`config.mk`:
```
export PLATFORM = sky130hd
export DESIGN_NAME = ram_port_arbiter_flat
export DESIGN_NICKNAME = d
export VERILOG_FILES = /design/src/rtl/ram_port_arbiter_if.sv /design/src/rtl/ram_port_arbiter.sv /design/src/flat_wrapper.sv
export SDC_FILE = /design/constraint.sdc
export NUM_CORES = 1
export LEC_CHECK = 0
export CORE_AREA = 2 2 108 110
export CTS_CLUSTER_DIAMETER = 200
export CTS_CLUSTER_SIZE = 14
export DETAILED_ROUTE_END_ITERATION = 12
export DIE_AREA = 0 0 110 112
export GPL_TIMING_DRIVEN = 0
export PLACE_DENSITY = 0.62
export SLEW_MARGIN = 0
export SYNTH_ARGS = -nofsm -noshare
export SYNTH_HDL_FRONTEND = slang
export SYNTH_SLANG_ARGS = --single-unit
export TNS_END_PERCENT = 100
```
`constraint.sdc`:
```
create_clock -name clk -period 3.64 [get_ports clk]
set_input_delay 0.728 -clock clk [delete_from_list [all_inputs] [get_ports clk]]
set_output_delay 0.728 -clock clk [all_outputs]
set_load 0.02 [all_outputs]
```
`src/rtl/ram_port_arbiter_if.sv`:
```
`default_nettype none
// ============================================================================
// Module   : ram_port_arbiter_if
// Brief    : One requester's RAM port (cache side) toward the arbiter.
// Revision : 1.0
// ============================================================================
interface ram_port_arbiter_if #(
    parameter int ADDR_W = 20,
    parameter int DATA_W = 32
);
    logic              req;
    logic              lock;
    logic              we;
    logic [3:0]        be;
    logic [ADDR_W-1:0] addr;
    logic [DATA_W-1:0] wdata;
    logic              gnt;
    logic              rvalid;
    logic [DATA_W-1:0] rdata;

    modport master (
        output req, lock, we, be, addr, wdata,
        input  gnt, rvalid, rdata
    );

    modport slave (
        input  req, lock, we, be, addr, wdata,
        output gnt, rvalid, rdata
    );
endinterface
`default_nettype wire

```
`src/rtl/ram_port_arbiter.sv`:
```
`default_nettype none
// ============================================================================
// Module   : ram_port_arbiter
// Brief    : Round-robin arbiter sharing single-port ram32 between I/D caches,
//            with transfer lock and a hold limit for fairness.
// Revision : 1.0
// ============================================================================
module ram_port_arbiter #(
    parameter int ADDR_W   = 20,
    parameter int DATA_W   = 32,
    parameter int MAX_HOLD = 8
) (
    input  logic                clk,
    input  logic                rst,
    ram_port_arbiter_if.slave   m0,
    ram_port_arbiter_if.slave   m1,
    output logic                WE,
    output logic [3:0]          BE,
    output logic [ADDR_W-1:0]   ram_addr,
    output logic [DATA_W-1:0]   ram_data_w,
    input  logic [DATA_W-1:0]   ram_data_r
);
    localparam int                HOLD_W     = $clog2(MAX_HOLD + 1);
    localparam logic [HOLD_W-1:0] c_max_hold = HOLD_W'(MAX_HOLD);

    typedef enum logic [1:0] {
        IDLE = 2'd0,
        OWN0 = 2'd1,
        OWN1 = 2'd2
    } state_t;

    state_t            r_state;
    logic              r_ptr;
    logic [HOLD_W-1:0] r_hold;
    logic              r_rvalid0;
    logic              r_rvalid1;

    logic              w_own0;
    logic              w_own1;
    logic              w_gnt0;
    logic              w_gnt1;
    logic              w_beat;
    logic              w_my_req;
    logic              w_other_req;
    logic              w_lock;
    logic              w_we;
    logic [3:0]        w_be;
    logic [ADDR_W-1:0] w_addr;
    logic [DATA_W-1:0] w_wdata;
    logic              w_hold_inc;
    logic [HOLD_W-1:0] w_hold_next;
    logic              w_release;
    state_t            w_handover;

    assign w_own0 = (r_state == OWN0);
    assign w_own1 = (r_state == OWN1);
    assign w_gnt0 = w_own0 & m0.req;
    assign w_gnt1 = w_own1 & m1.req;
    assign w_beat = w_gnt0 | w_gnt1;

    // Owner-side view of the request bundle; the other side only matters for fairness.
    always_comb begin
        w_my_req    = m0.req;
        w_other_req = m1.req;
        w_lock      = m0.lock;
        w_we        = m0.we;
        w_be        = m0.be;
        w_addr      = m0.addr;
        w_wdata     = m0.wdata;
        if (w_own1) begin
            w_my_req    = m1.req;
            w_other_req = m0.req;
            w_lock      = m1.lock;
            w_we        = m1.we;
            w_be        = m1.be;
            w_addr      = m1.addr;
            w_wdata     = m1.wdata;
        end
    end

    assign w_hold_inc  = w_beat & w_other_req & (r_hold != c_max_hold);
    assign w_hold_next = w_hold_inc ? r_hold + 1'b1 : r_hold;

    // Hold-limit release deliberately ignores lock so a long burst cannot starve the peer.
    assign w_release = (w_own0 | w_own1) &
                       (~w_my_req | (w_beat & ~w_lock) |
                        (w_other_req & (w_hold_next == c_max_hold)));

    assign w_handover = w_other_req ? (w_own0 ? OWN1 : OWN0) : IDLE;

    assign WE         = w_beat & w_we;
    assign BE         = w_beat ? w_be    : 4'b0000;
    assign ram_addr   = w_beat ? w_addr  : '0;
    assign ram_data_w = w_beat ? w_wdata : '0;

    assign m0.gnt    = w_gnt0;
    assign m1.gnt    = w_gnt1;
    assign m0.rvalid = r_rvalid0;
    assign m1.rvalid = r_rvalid1;
    assign m0.rdata  = r_rvalid0 ? ram_data_r : '0;
    assign m1.rdata  = r_rvalid1 ? ram_data_r : '0;

    always_ff @(posedge clk or negedge rst) begin
        if (!rst) begin
            r_state   <= IDLE;
            r_ptr     <= 1'b0;
            r_hold    <= '0;
            r_rvalid0 <= 1'b0;
            r_rvalid1 <= 1'b0;
        end else begin
            r_rvalid0 <= w_gnt0 & ~m0.we;
            r_rvalid1 <= w_gnt1 & ~m1.we;
            case (r_state)
                IDLE: begin
                    r_hold <= '0;
                    if (m0.req && (!m1.req || !r_ptr)) begin
                        r_state <= OWN0;
                    end else if (m1.req) begin
                        r_state <= OWN1;
                    end
                end
                OWN0, OWN1: begin
                    if (w_release) begin
                        r_state <= w_handover;
                        r_ptr   <= w_own0;
                        r_hold  <= '0;
                    end else begin
                        r_hold  <= w_hold_next;
                    end
                end
                default: begin
                    r_state <= IDLE;
                    r_hold  <= '0;
                end
            endcase
        end
    end
endmodule
`default_nettype wire

```
`src/flat_wrapper.sv`:
```
// flat-port wrapper written by rule: the top's interface ports become plain ports
module ram_port_arbiter_flat 
#(
    parameter int ADDR_W   = 20,
    parameter int DATA_W   = 32,
    parameter int MAX_HOLD = 8
)
  (clk, rst, WE, BE, ram_addr, ram_data_w, ram_data_r, m0_req, m0_lock, m0_we, m0_be, m0_addr, m0_wdata, m0_gnt, m0_rvalid, m0_rdata, m1_req, m1_lock, m1_we, m1_be, m1_addr, m1_wdata, m1_gnt, m1_rvalid, m1_rdata);
  ram_port_arbiter_if #(.ADDR_W(ADDR_W), .DATA_W(DATA_W)) m0_i ();
  ram_port_arbiter_if #(.ADDR_W(ADDR_W), .DATA_W(DATA_W)) m1_i ();
  input  logic clk;
  input  logic rst;
  output logic WE;
  output logic [3:0] BE;
  output logic [ADDR_W-1:0] ram_addr;
  output logic [DATA_W-1:0] ram_data_w;
  input  logic [DATA_W-1:0] ram_data_r;
  input wire logic [$bits(m0_i.req)-1:0] m0_req;
  input wire logic [$bits(m0_i.lock)-1:0] m0_lock;
  input wire logic [$bits(m0_i.we)-1:0] m0_we;
  input wire logic [$bits(m0_i.be)-1:0] m0_be;
  input wire logic [$bits(m0_i.addr)-1:0] m0_addr;
  input wire logic [$bits(m0_i.wdata)-1:0] m0_wdata;
  output wire logic [$bits(m0_i.gnt)-1:0] m0_gnt;
  output wire logic [$bits(m0_i.rvalid)-1:0] m0_rvalid;
  output wire logic [$bits(m0_i.rdata)-1:0] m0_rdata;
  input wire logic [$bits(m1_i.req)-1:0] m1_req;
  input wire logic [$bits(m1_i.lock)-1:0] m1_lock;
  input wire logic [$bits(m1_i.we)-1:0] m1_we;
  input wire logic [$bits(m1_i.be)-1:0] m1_be;
  input wire logic [$bits(m1_i.addr)-1:0] m1_addr;
  input wire logic [$bits(m1_i.wdata)-1:0] m1_wdata;
  output wire logic [$bits(m1_i.gnt)-1:0] m1_gnt;
  output wire logic [$bits(m1_i.rvalid)-1:0] m1_rvalid;
  output wire logic [$bits(m1_i.rdata)-1:0] m1_rdata;
  assign m0_i.req = m0_req;
  assign m0_i.lock = m0_lock;
  assign m0_i.we = m0_we;
  assign m0_i.be = m0_be;
  assign m0_i.addr = m0_addr;
  assign m0_i.wdata = m0_wdata;
  assign m0_gnt = m0_i.gnt;
  assign m0_rvalid = m0_i.rvalid;
  assign m0_rdata = m0_i.rdata;
  assign m1_i.req = m1_req;
  assign m1_i.lock = m1_lock;
  assign m1_i.we = m1_we;
  assign m1_i.be = m1_be;
  assign m1_i.addr = m1_addr;
  assign m1_i.wdata = m1_wdata;
  assign m1_gnt = m1_i.gnt;
  assign m1_rvalid = m1_i.rvalid;
  assign m1_rdata = m1_i.rdata;
  ram_port_arbiter #(.ADDR_W(ADDR_W), .DATA_W(DATA_W), .MAX_HOLD(MAX_HOLD)) u_core (.clk(clk), .rst(rst), .m0(m0_i), .m1(m1_i), .WE(WE), .BE(BE), .ram_addr(ram_addr), .ram_data_w(ram_data_w), .ram_data_r(ram_data_r));
endmodule
```
==> flow_summary.yaml, run 1 <==
clocking:
  cts_tree: "yes"
  clk_latency_ps: 230
  clockBufferDepth: 2
  post_cts_buffers: 0
  cts_max_level: 1
  clock-sinks: 9
  cts_hold_buf: 0
  clk_pin_slew_ps: 40
  clockRootBuffer: "clkbuf_16"
  cts_buffers: 3
timing:
  min_period_over_period: 0.9769
  timing.fmax_mhz: 281.2
  slew_headroom: 0.5629
  post-route-min-period_ps: 3556
  hold_viol_final: 0
  rsz0062_at_grt: "false"
  setup_viol: 0
  timing.hold.ws_ps: 589.7
  worst_clock_skew_ps: 3.225
  slew_violations: 0
  worst_slew_pin_slew_ps: 655.7
global_route:
  grt_pass1_vias: 2997
  grt_usage: 0.1603
  antenna_found_initial: 0
  grt_max_degree: 11
  overflow: 0
  grt_pass1_wl_mm: 15.50
setup_path:
  setup.worst_path.class: "in -> out"
  crit_fanout: 10
  crit_chain: "clkdlybuf4s50_1 -> buf_4 -> and2_2 -> nor2_2 -> buf_4 -> clkbuf_4 -> nor2_1 -> clkdlybuf4s50_1"
  slowest_delay_ps: 650
  critPathArrivalTime_ps: 2830
  cp_top_family: "buffers and inverters"
  critical_path_buf_inv_count: 5
  crit_slowest_cell: "clkdlybuf4s50_1"
  required_ps: 2910
  crit_path_end_kind: "output pin"
  cp-start-kind: "input pin"
power:
  p_per_area_mw_per_mm2: 383.5
  seqPwrFrac: 0.073
  swShare: 0.4510
  clock_power_share: 0.099
  combPwrFrac: 0.828
  ir_worst_vdd_mv: 0.1602
  leakagePower_nw: 1.968
  p_switching_uw: 879.2
  internal-power_mw: 1.070
layout:
  finish.utilization: 0.4549
  area_growth_pct: 148.0
  finalNetCount: 719
  n_antenna_cell: 0
  drive_gt1_frac: 0.05536
  stdcell_count: 703
synth:
  avgSynthCellArea_um2: 7.320
  synthTopCellsByArea: "mux2i_1 (29%), and2_1 (20%), nor2_1 (12%)"
  yosys-top-cells-count: "and2_1 (66), nor2_1 (64), mux2i_1 (59)"
  synth.largest_area_cell: "mux2i_1"
  ys_seq_area_frac: 0.1099
  synth_top_area_share: 0.2882
  synth_nets: 438
  synth_warnings: 0
  syn_area_mm2: 0.002049
  ys_types: 39
  synth.most_common_cell: "and2_1"
  synth-seq-cells: 9
  synth_cells: 280
  synth-async-reset-ratio: 1.000
  synth_ff_type: "dfrtp_1"
  synth-edff-count: 0
outcome:
  status: "complete, no violations"
floorplan:
  die_h_um: 112
  start_util: 0.1834
  die_area_mm2: 0.01232
  die-width_um: 110
  pin_count: 277
  core_area_mm2: 0.01117
  row_count: 39
drt:
  drtPass1Iterations: 4
  wl_per_cell_um: 14.81
  num_vias: 2916
  wl_mm: 10.41
  drt-initial-drc-count: 132
  routed_via_density: 4.148
  drcViolationCount: 0
  ant_nets: 0
placement:
  dp_cells: 699
  place.gp.congestion: 0.8487
  io_buffers: 276
  dp.final_hpwl_mm: 9.148
run:
  drv_cap: 0
min_path:
  hp-class: "reg -> reg"
-- cell type report --
cell class | count | area (um2)
well taps | 143 | 178.9
plain buffers | 21 | 110.1
multi-input cells | 244 | 1700
flip-flops and latches | 9 | 225.2
repair buffers | 276 | 2768
clock buffers | 4 | 78.83
inverters | 6 | 22.52
fillers | 1146 | 6091
-- repair_timing --
action / in CTS / in global routing
endpoints found under the hold margin: 0 / 0
gates resized for setup: 3 / 6
setup endpoints to repair: 30 / 48
-- path summary, 6_finish.rpt --
kind,from,end,slack (ps),cells after the start
worst max-delay path,m0_req,ram_addr[12],80,8
worst min-delay path,u_core.r_state[1]$_DFFE_PN0P_,u_core.r_state[1]$_DFFE_PN0P_,590,1
worst max register to register,u_core.r_state[0]$_DFFE_PN0P_,u_core.r_state[0]$_DFFE_PN0P_,1570,7
worst min register to register,u_core.r_state[1]$_DFFE_PN0P_,u_core.r_state[1]$_DFFE_PN0P_,590,1
max in group asynchronous,rst,u_core.m1.rvalid$_DFF_PN0_,2550,1
min in group asynchronous,rst,u_core.r_hold[0]$_DFF_PN0_,800,1
-- stage by stage --
stage | power, mW | setup WS, ps | area, um2 | TNS, ps
finish | 1.949 | 84.13 | 5084 | 0
global route | 2.089 | 3.916 | 5084 | 0
CTS | 1.975 | 13.35 | 5070 | 0
detailed placement | 1.770 | -65.37 | 4991 | -354.6
global placement | 1.753 | -74.37 | 4991 | -503.6
floorplan | 1.052 | 1096 | 2049 | 0
-- flip-flops by register name, summed over array words and instances (netlist names) --
signal	cells
u_core.m0.rvalid	1
u_core.r_ptr	1
u_core.r_state	2
u_core.m1.rvalid	1
u_core.r_hold	4
-- metal layers --
layer	track usage	up-vias	part of all wire
met4	0.03629	0	0.016
met3	0.04333	12	0.11
li1	-	1490	-
met5	0	-	0
met1	0.1851	1246	0.38
met2	0.2892	168	0.49
-- placed cells by master (no fill, tap or decap), types with 3 or more instances in the layout --
master,Yosys,routed
nand2_1,8,8
clkbuf_16,0,3
xor2_1,3,3
inv_1,6,6
nor2_1,64,63
nand3_1,3,3
ha_1,6,6
a32o_1,3,3
dfrtp_1,9,9
clkdlybuf4s50_1,0,271
and2_1,66,65
mux2i_1,59,59
buf_2,9,7
dlymetal6s2s_1,0,3
buf_4,2,3
a21oi_1,5,5
clkbuf_1,9,10
-- worst reg2reg max path, stage by stage (launching register included) --
cell and delay (ps):
dfrtp_1 400, inv_1 80, ha_1 220, buf_4 180
a22o_1 270, a311oi_2 370, nand3_1 150, a32o_1 270
-- power by group through the flow --
stage	logic (mW)	registers (mW)	clock network, mW
global placement	1.61	0.141	0
detailed placement	1.63	0.142	0
global route	1.74	0.144	0.204
floorplan	0.914	0.138	0
CTS	1.63	0.143	0.198
finish	1.61	0.142	0.193
-- kinds of logic (layout without fill, tap and decap cells) --
| logic type | Yosys count | after routing | share of synthesized area |
|---|---|---|---|
| buf+inv | 27 | 307 | 0.06227 |
| compound gates | 18 | 18 | 0.07509 |
| simple gates | 155 | 155 | 0.3999 |
| fa+ha+maj | 7 | 7 | 0.04334 |
| mux | 59 | 59 | 0.2882 |
| flops | 9 | 9 | 0.1099 |
| xor+xnor | 5 | 5 | 0.02137 |
No activity file was read; power rests on OpenSTA's default activity.
==> run 2: changes to the inputs <==
--- a/config.mk
+++ b/config.mk
@@ -5,13 +5,13 @@
 export SDC_FILE = /design/constraint.sdc
 export NUM_CORES = 1
 export LEC_CHECK = 0
+export CAP_MARGIN = 25
 export CORE_AREA = 2 2 108 110
 export CTS_CLUSTER_DIAMETER = 200
 export CTS_CLUSTER_SIZE = 14
 export DETAILED_ROUTE_END_ITERATION = 12
 export DIE_AREA = 0 0 110 112
 export GPL_TIMING_DRIVEN = 0
-export PLACE_DENSITY = 0.62
 export SLEW_MARGIN = 0
 export SYNTH_ARGS = -nofsm -noshare
 export SYNTH_HDL_FRONTEND = slang
==> flow_summary.yaml, run 2 (synthesis results as in run 1) <==
outcome:
  status: "complete, no violations"
run:
  drv_cap: 0
power:
  seqPwrFrac: 0.072
  p_switching_uw: 873.7
  combPwrFrac: 0.827
  clock_power_share: 0.101
  internal-power_mw: 1.074
  swShare: 0.4486
  ir_worst_vdd_mv: 0.1804
  p_per_area_mw_per_mm2: 381.7
  p_total_mw: 1.948
  leakagePower_nw: 2.033
setup_path:
  critical_path_buf_inv_count: 5
  crit_chain: "clkdlybuf4s50_1 -> buf_4 -> and2_2 -> nor2_2 -> clkbuf_4 -> clkbuf_4 -> nor2_1 -> clkdlybuf4s50_1"
  crit_slowest_cell: "clkdlybuf4s50_1"
  setup.worst_path.class: "in -> out"
  critPathArrivalTime_ps: 2780
  path_depth: 8
  cp-start-kind: "input pin"
  cp_top_family: "buffers and inverters"
  rr_worst_depth: 7
  required_ps: 2910
  crit_path_end_kind: "output pin"
  slowest_delay_ps: 650
  crit_fanout: 10
floorplan:
  row_count: 39
  pin_count: 277
  start_util: 0.1834
  die_area_mm2: 0.01232
  core_area_mm2: 0.01117
  die-width_um: 110
  die_h_um: 112
layout:
  n_antenna_cell: 0
  final_cell_mix: "clkdlybuf4s50_1 (269), and2_1 (65), nor2_1 (63), mux2i_1 (59)"
  regMostFlops: "u_core.r_hold"
  reg_top3: "u_core.r_hold: 4 flops, u_core.r_state: 2 flops"
  finish.utilization: 0.4566
  largest_reg_flops: 4
  area_growth_pct: 149.0
  design_area_mm2: 0.005102
  finalNetCount: 719
  layout_commonest_cell: "clkdlybuf4s50_1"
  drive_gt1_frac: 0.05714
drt:
  dr.max_layer_used: "met4"
  met2_length_mm: 5.238
  drt-initial-drc-count: 94
  met1_length_mm: 3.487
  routed_via_density: 4.232
  route.met3.wl_mm: 1.170
  wl_mm: 10.07
  ant_nets: 0
  drcViolationCount: 0
  drtPass1Iterations: 4
  wl_per_cell_um: 14.33
  num_vias: 2975
timing:
  slew_headroom: 0.5287
  worst_slew_pin_slew_ps: 706.9
  min_period_over_period: 0.9649
  timing.hold.ws_ps: 601.2
  timing.fmax_mhz: 284.7
  setup_viol: 0
  post-route-min-period_ps: 3512
  setup_ws_ps: 127.7
  worst_clock_skew_ps: 3.449
  hold_viol_final: 0
  slew_violations: 0
clocking:
  cts_buffers: 3
  cts_hold_buf: 0
  clk_latency_ps: 240
  cts_tree: "yes"
  clk_pin_slew_ps: 40
  clockRootBuffer: "clkbuf_16"
  cts_max_level: 1
  clockBufferDepth: 2
  clock-sinks: 9
placement:
  dp.final_hpwl_mm: 8.889
  place.gp.congestion: 0.8043
  pre_cts_slack_ps: -49.36
  io_buffers: 276
  place_area_mm2: 0.004991
global_route:
  grt_pass1_vias: 2980
  grt_usage: 0.1505
  grt_pass1_wl_mm: 14.63
  overflow: 0
  antenna_found_initial: 0
  grt_max_degree: 11
min_path:
  hp-class: "reg -> reg"
  hold_path_depth: 1
run 2: changes by cell type in the layout (fill, tap and decap cells not counted):
| cell | before | now |
|---|---|---|
| dlymetal6s2s_1 | 3 | 7 |
| dlygate4sd2_1 | 2 | 0 |
| clkbuf_4 | 1 | 4 |
| buf_4 | 3 | 2 |
| clkdlybuf4s50_1 | 271 | 269 |
| clkinv_2 | 0 | 1 |
| clkbuf_1 | 10 | 9 |
| buf_2 | 7 | 5 |
run 2: worst register-to-register path, cell delays in order, from the launching register on:
cell      delay, ps
dfrtp_1         390
inv_1            90
ha_1            230
buf_4           180
a22o_1          270
a311oi_2        360
nand3_1         150
a32o_1          270
run 2: metal layers:
metal | up-vias | track usage
li1 | 1484 | -
met1 | 1304 | 0.1505
met5 | - | 0
met3 | 17 | 0.04977
met4 | 0 | 0.03544
met2 | 170 | 0.2912
run 2: power groups by stage:
stage	clock (mW)	combinational (mW)	sequential (mW)
after floorplan	0	0.914	0.138
after global placement	0	1.60	0.141
after detailed placement	0	1.62	0.142
after CTS	0.202	1.63	0.141
after global routing	0.207	1.73	0.143
final	0.196	1.61	0.140
run 2: path summary, 6_finish.rpt:
path / from / end / slack, ps
max in group asynchronous: rst / u_core.r_hold[1]$_DFF_PN0_ / 2540
worst min register to register: u_core.r_state[1]$_DFFE_PN0P_ / u_core.r_state[1]$_DFFE_PN0P_ / 600
min in group asynchronous: rst / u_core.r_ptr$_DFFE_PN0P_ / 800
worst max register to register: u_core.r_state[0]$_DFFE_PN0P_ / u_core.r_state[1]$_DFFE_PN0P_ / 1590
worst max-delay path: m0_req / BE[0] / 130
worst min-delay path: u_core.r_state[1]$_DFFE_PN0P_ / u_core.r_state[1]$_DFFE_PN0P_ / 600
run 2: what timing repair did:
item                                    in CTS  in global routing
endpoints found under the setup margin      30                 44
buffers inserted                             0                  0
resized for setup                            1                 12
pin swaps                                    0                  0
endpoints found under the hold margin        0                  0
run 2: area by class of cell:
type | count | area, um2
Multi-Input combinational cell | 244 | 1700
Fill cell | 1154 | 6072
Clock inverter | 1 | 5.005
Tap cell | 143 | 178.9
Buffer | 21 | 115.1
Timing Repair Buffer | 276 | 2780
Clock buffer | 3 | 75.07
Inverter | 6 | 22.52
Sequential cell | 9 | 225.2
run 2: stage by stage:
stage	instances	setup TNS, ps
after global placement	699	0
final	703	0
after floorplan	280	0
after detailed placement	699	-807.6
after global routing	703	-0.5291
after CTS	703	0
==> run 3: changes to the inputs <==
--- a/config.mk
+++ b/config.mk
@@ -12,6 +12,7 @@
 export DETAILED_ROUTE_END_ITERATION = 12
 export DIE_AREA = 0 0 110 112
 export GPL_TIMING_DRIVEN = 0
+export PLACE_DENSITY_LB_ADDON = 0.08
 export SLEW_MARGIN = 0
 export SYNTH_ARGS = -nofsm -noshare
 export SYNTH_HDL_FRONTEND = slang
==> flow_summary.yaml, run 3 (synthesis results as in run 1) <==
outcome:
  status: "complete, no violations"
power:
  internal-power_mw: 1.074
  combPwrFrac: 0.827
  p_total_mw: 1.943
  leakagePower_nw: 2.055
  p_switching_uw: 868.4
  ir_worst_vdd_mv: 0.1704
  clock_power_share: 0.100
  swShare: 0.4470
  p_per_area_mw_per_mm2: 380.7
  seqPwrFrac: 0.073
placement:
  dp.final_hpwl_mm: 8.931
  dp_cells: 699
  place_area_mm2: 0.004991
  io_buffers: 276
  pre_cts_slack_ps: 21.54
  place.gp.congestion: 0.7962
timing:
  worst_clock_skew_ps: 2.217
  worst_slew_pin_slew_ps: 676.9
  slew_violations: 0
  timing.hold.ws_ps: 603.1
  timing.fmax_mhz: 284.4
  rsz0062_at_grt: "false"
  setup_ws_ps: 123.6
  slew_headroom: 0.5487
  hold_viol_final: 0
  setup_viol: 0
  post-route-min-period_ps: 3516
  tns_ps: 0
  min_period_over_period: 0.9660
drt:
  routed_via_density: 4.219
  wl_mm: 9.999
  drcViolationCount: 0
  drt-initial-drc-count: 102
  drtPass1Iterations: 4
  ant_nets: 0
  wl_per_cell_um: 14.22
  num_vias: 2966
floorplan:
  die_h_um: 112
  pin_count: 277
  start_util: 0.1834
  row_count: 39
  die-width_um: 110
  die_area_mm2: 0.01232
  core_area_mm2: 0.01117
setup_path:
  cp-start-kind: "input pin"
  critPathArrivalTime_ps: 2790
  r2r-start: "u_core.r_state[0]$_DFFE_PN0P_"
  startpoint: "m1_req"
  setup.worst_path.class: "in -> out"
  required_ps: 2910
  crit_path_end_kind: "output pin"
  crit_fanout: 10
layout:
  finish.utilization: 0.4567
  multiInputGateArea_mm2: 0.001700
  area_growth_pct: 149.0
  design_area_mm2: 0.005104
  regArea_um2: 225.2
  finalNetCount: 719
  n_fill_cell: 1140
  final_cell_mix: "clkdlybuf4s50_1 (268), and2_1 (65), nor2_1 (63), mux2i_1 (59), clkbuf_1 (10)"
  reg_top3: "u_core.r_hold: 4 flops, u_core.r_state: 2 flops"
  largest_reg_flops: 4
  layout_commonest_cell: "clkdlybuf4s50_1"
  stdcell_count: 703
  drive_gt1_frac: 0.05536
  regMostFlops: "u_core.r_hold"
  n_antenna_cell: 0
clocking:
  clockRootBuffer: "clkbuf_16"
  cts_buffers: 3
  clk_latency_ps: 240
  clock-sinks: 9
  cts_max_level: 1
  cts_tree: "yes"
  post_cts_buffers: 0
  clk_pin_slew_ps: 40
  clockBufferDepth: 2
global_route:
  grt_pass1_vias: 2976
  grt_usage: 0.1517
  grt_pass1_wl_mm: 14.82
  overflow: 0
  grt_max_degree: 11
  antenna_found_initial: 0
min_path:
  hp-class: "reg -> reg"
  hold_path_startpoint: "u_core.r_state[1]$_DFFE_PN0P_"
run:
  drv_cap: 0
## run 3: cell count changes in the layout (fill, tap and decap cells not counted)
cell	change
dlymetal6s2s_1	+1
clkbuf_1	+1
clkinv_2	-1
clkdlybuf4s50_1	-1
## run 3: routing by layer
metal / part of all wire / up-vias / track usage
li1: - / 1486 / -
met2: 0.53 / 173 / 0.3039
met5: 0 / - / 0
met4: 0.018 / 0 / 0.04135
met1: 0.33 / 1294 / 0.1429
met3: 0.12 / 13 / 0.04625
## run 3: power by group through the flow
stage | Combinational (mW) | Clock [mW] | Sequential, mW
6_report | 1.61 | 0.194 | 0.141
3_5_place_dp | 1.62 | 0 | 0.142
3_3_place_gp | 1.62 | 0 | 0.141
4_1_cts | 1.63 | 0.199 | 0.141
5_1_grt | 1.74 | 0.204 | 0.144
2_1_floorplan | 0.914 | 0 | 0.138
## run 3: area by class of cell
type	count	area share
timing repair buffer	276	0.5452
multi-input combinational	244	0.3332
sequential	9	0.04413
tap	143	0.03506
buffer	21	0.02255
clock buffer	4	0.01544
inverter	6	0.004413
## run 3: path summary, 6_finish.rpt
check | end | slack, ps | depth (start not counted)
min in group asynchronous | u_core.r_hold[3]$_DFF_PN0_ | 800 | 1
max reg2reg | u_core.r_state[0]$_DFFE_PN0P_ | 1570 | 7
min | u_core.r_state[1]$_DFFE_PN0P_ | 600 | 1
min reg2reg | u_core.r_state[1]$_DFFE_PN0P_ | 600 | 1
max in group asynchronous | u_core.m0.rvalid$_DFF_PN0_ | 2550 | 1
max | ram_addr[0] | 120 | 7
## run 3: worst max-delay path, cell delays in order
cell             delay [ps]
clkdlybuf4s50_1         600
and2_2                  250
nor2_2                   70
clkbuf_4                180
clkbuf_4                200
nor2_1                  140
clkdlybuf4s50_1         620
## run 3: what timing repair did
| action | 4_1_cts | 5_1_grt |
|---|---|---|
| setup endpoints to repair | 0 | 43 |
| hold buffers | 0 | 0 |
| gates resized for setup | 0 | 14 |
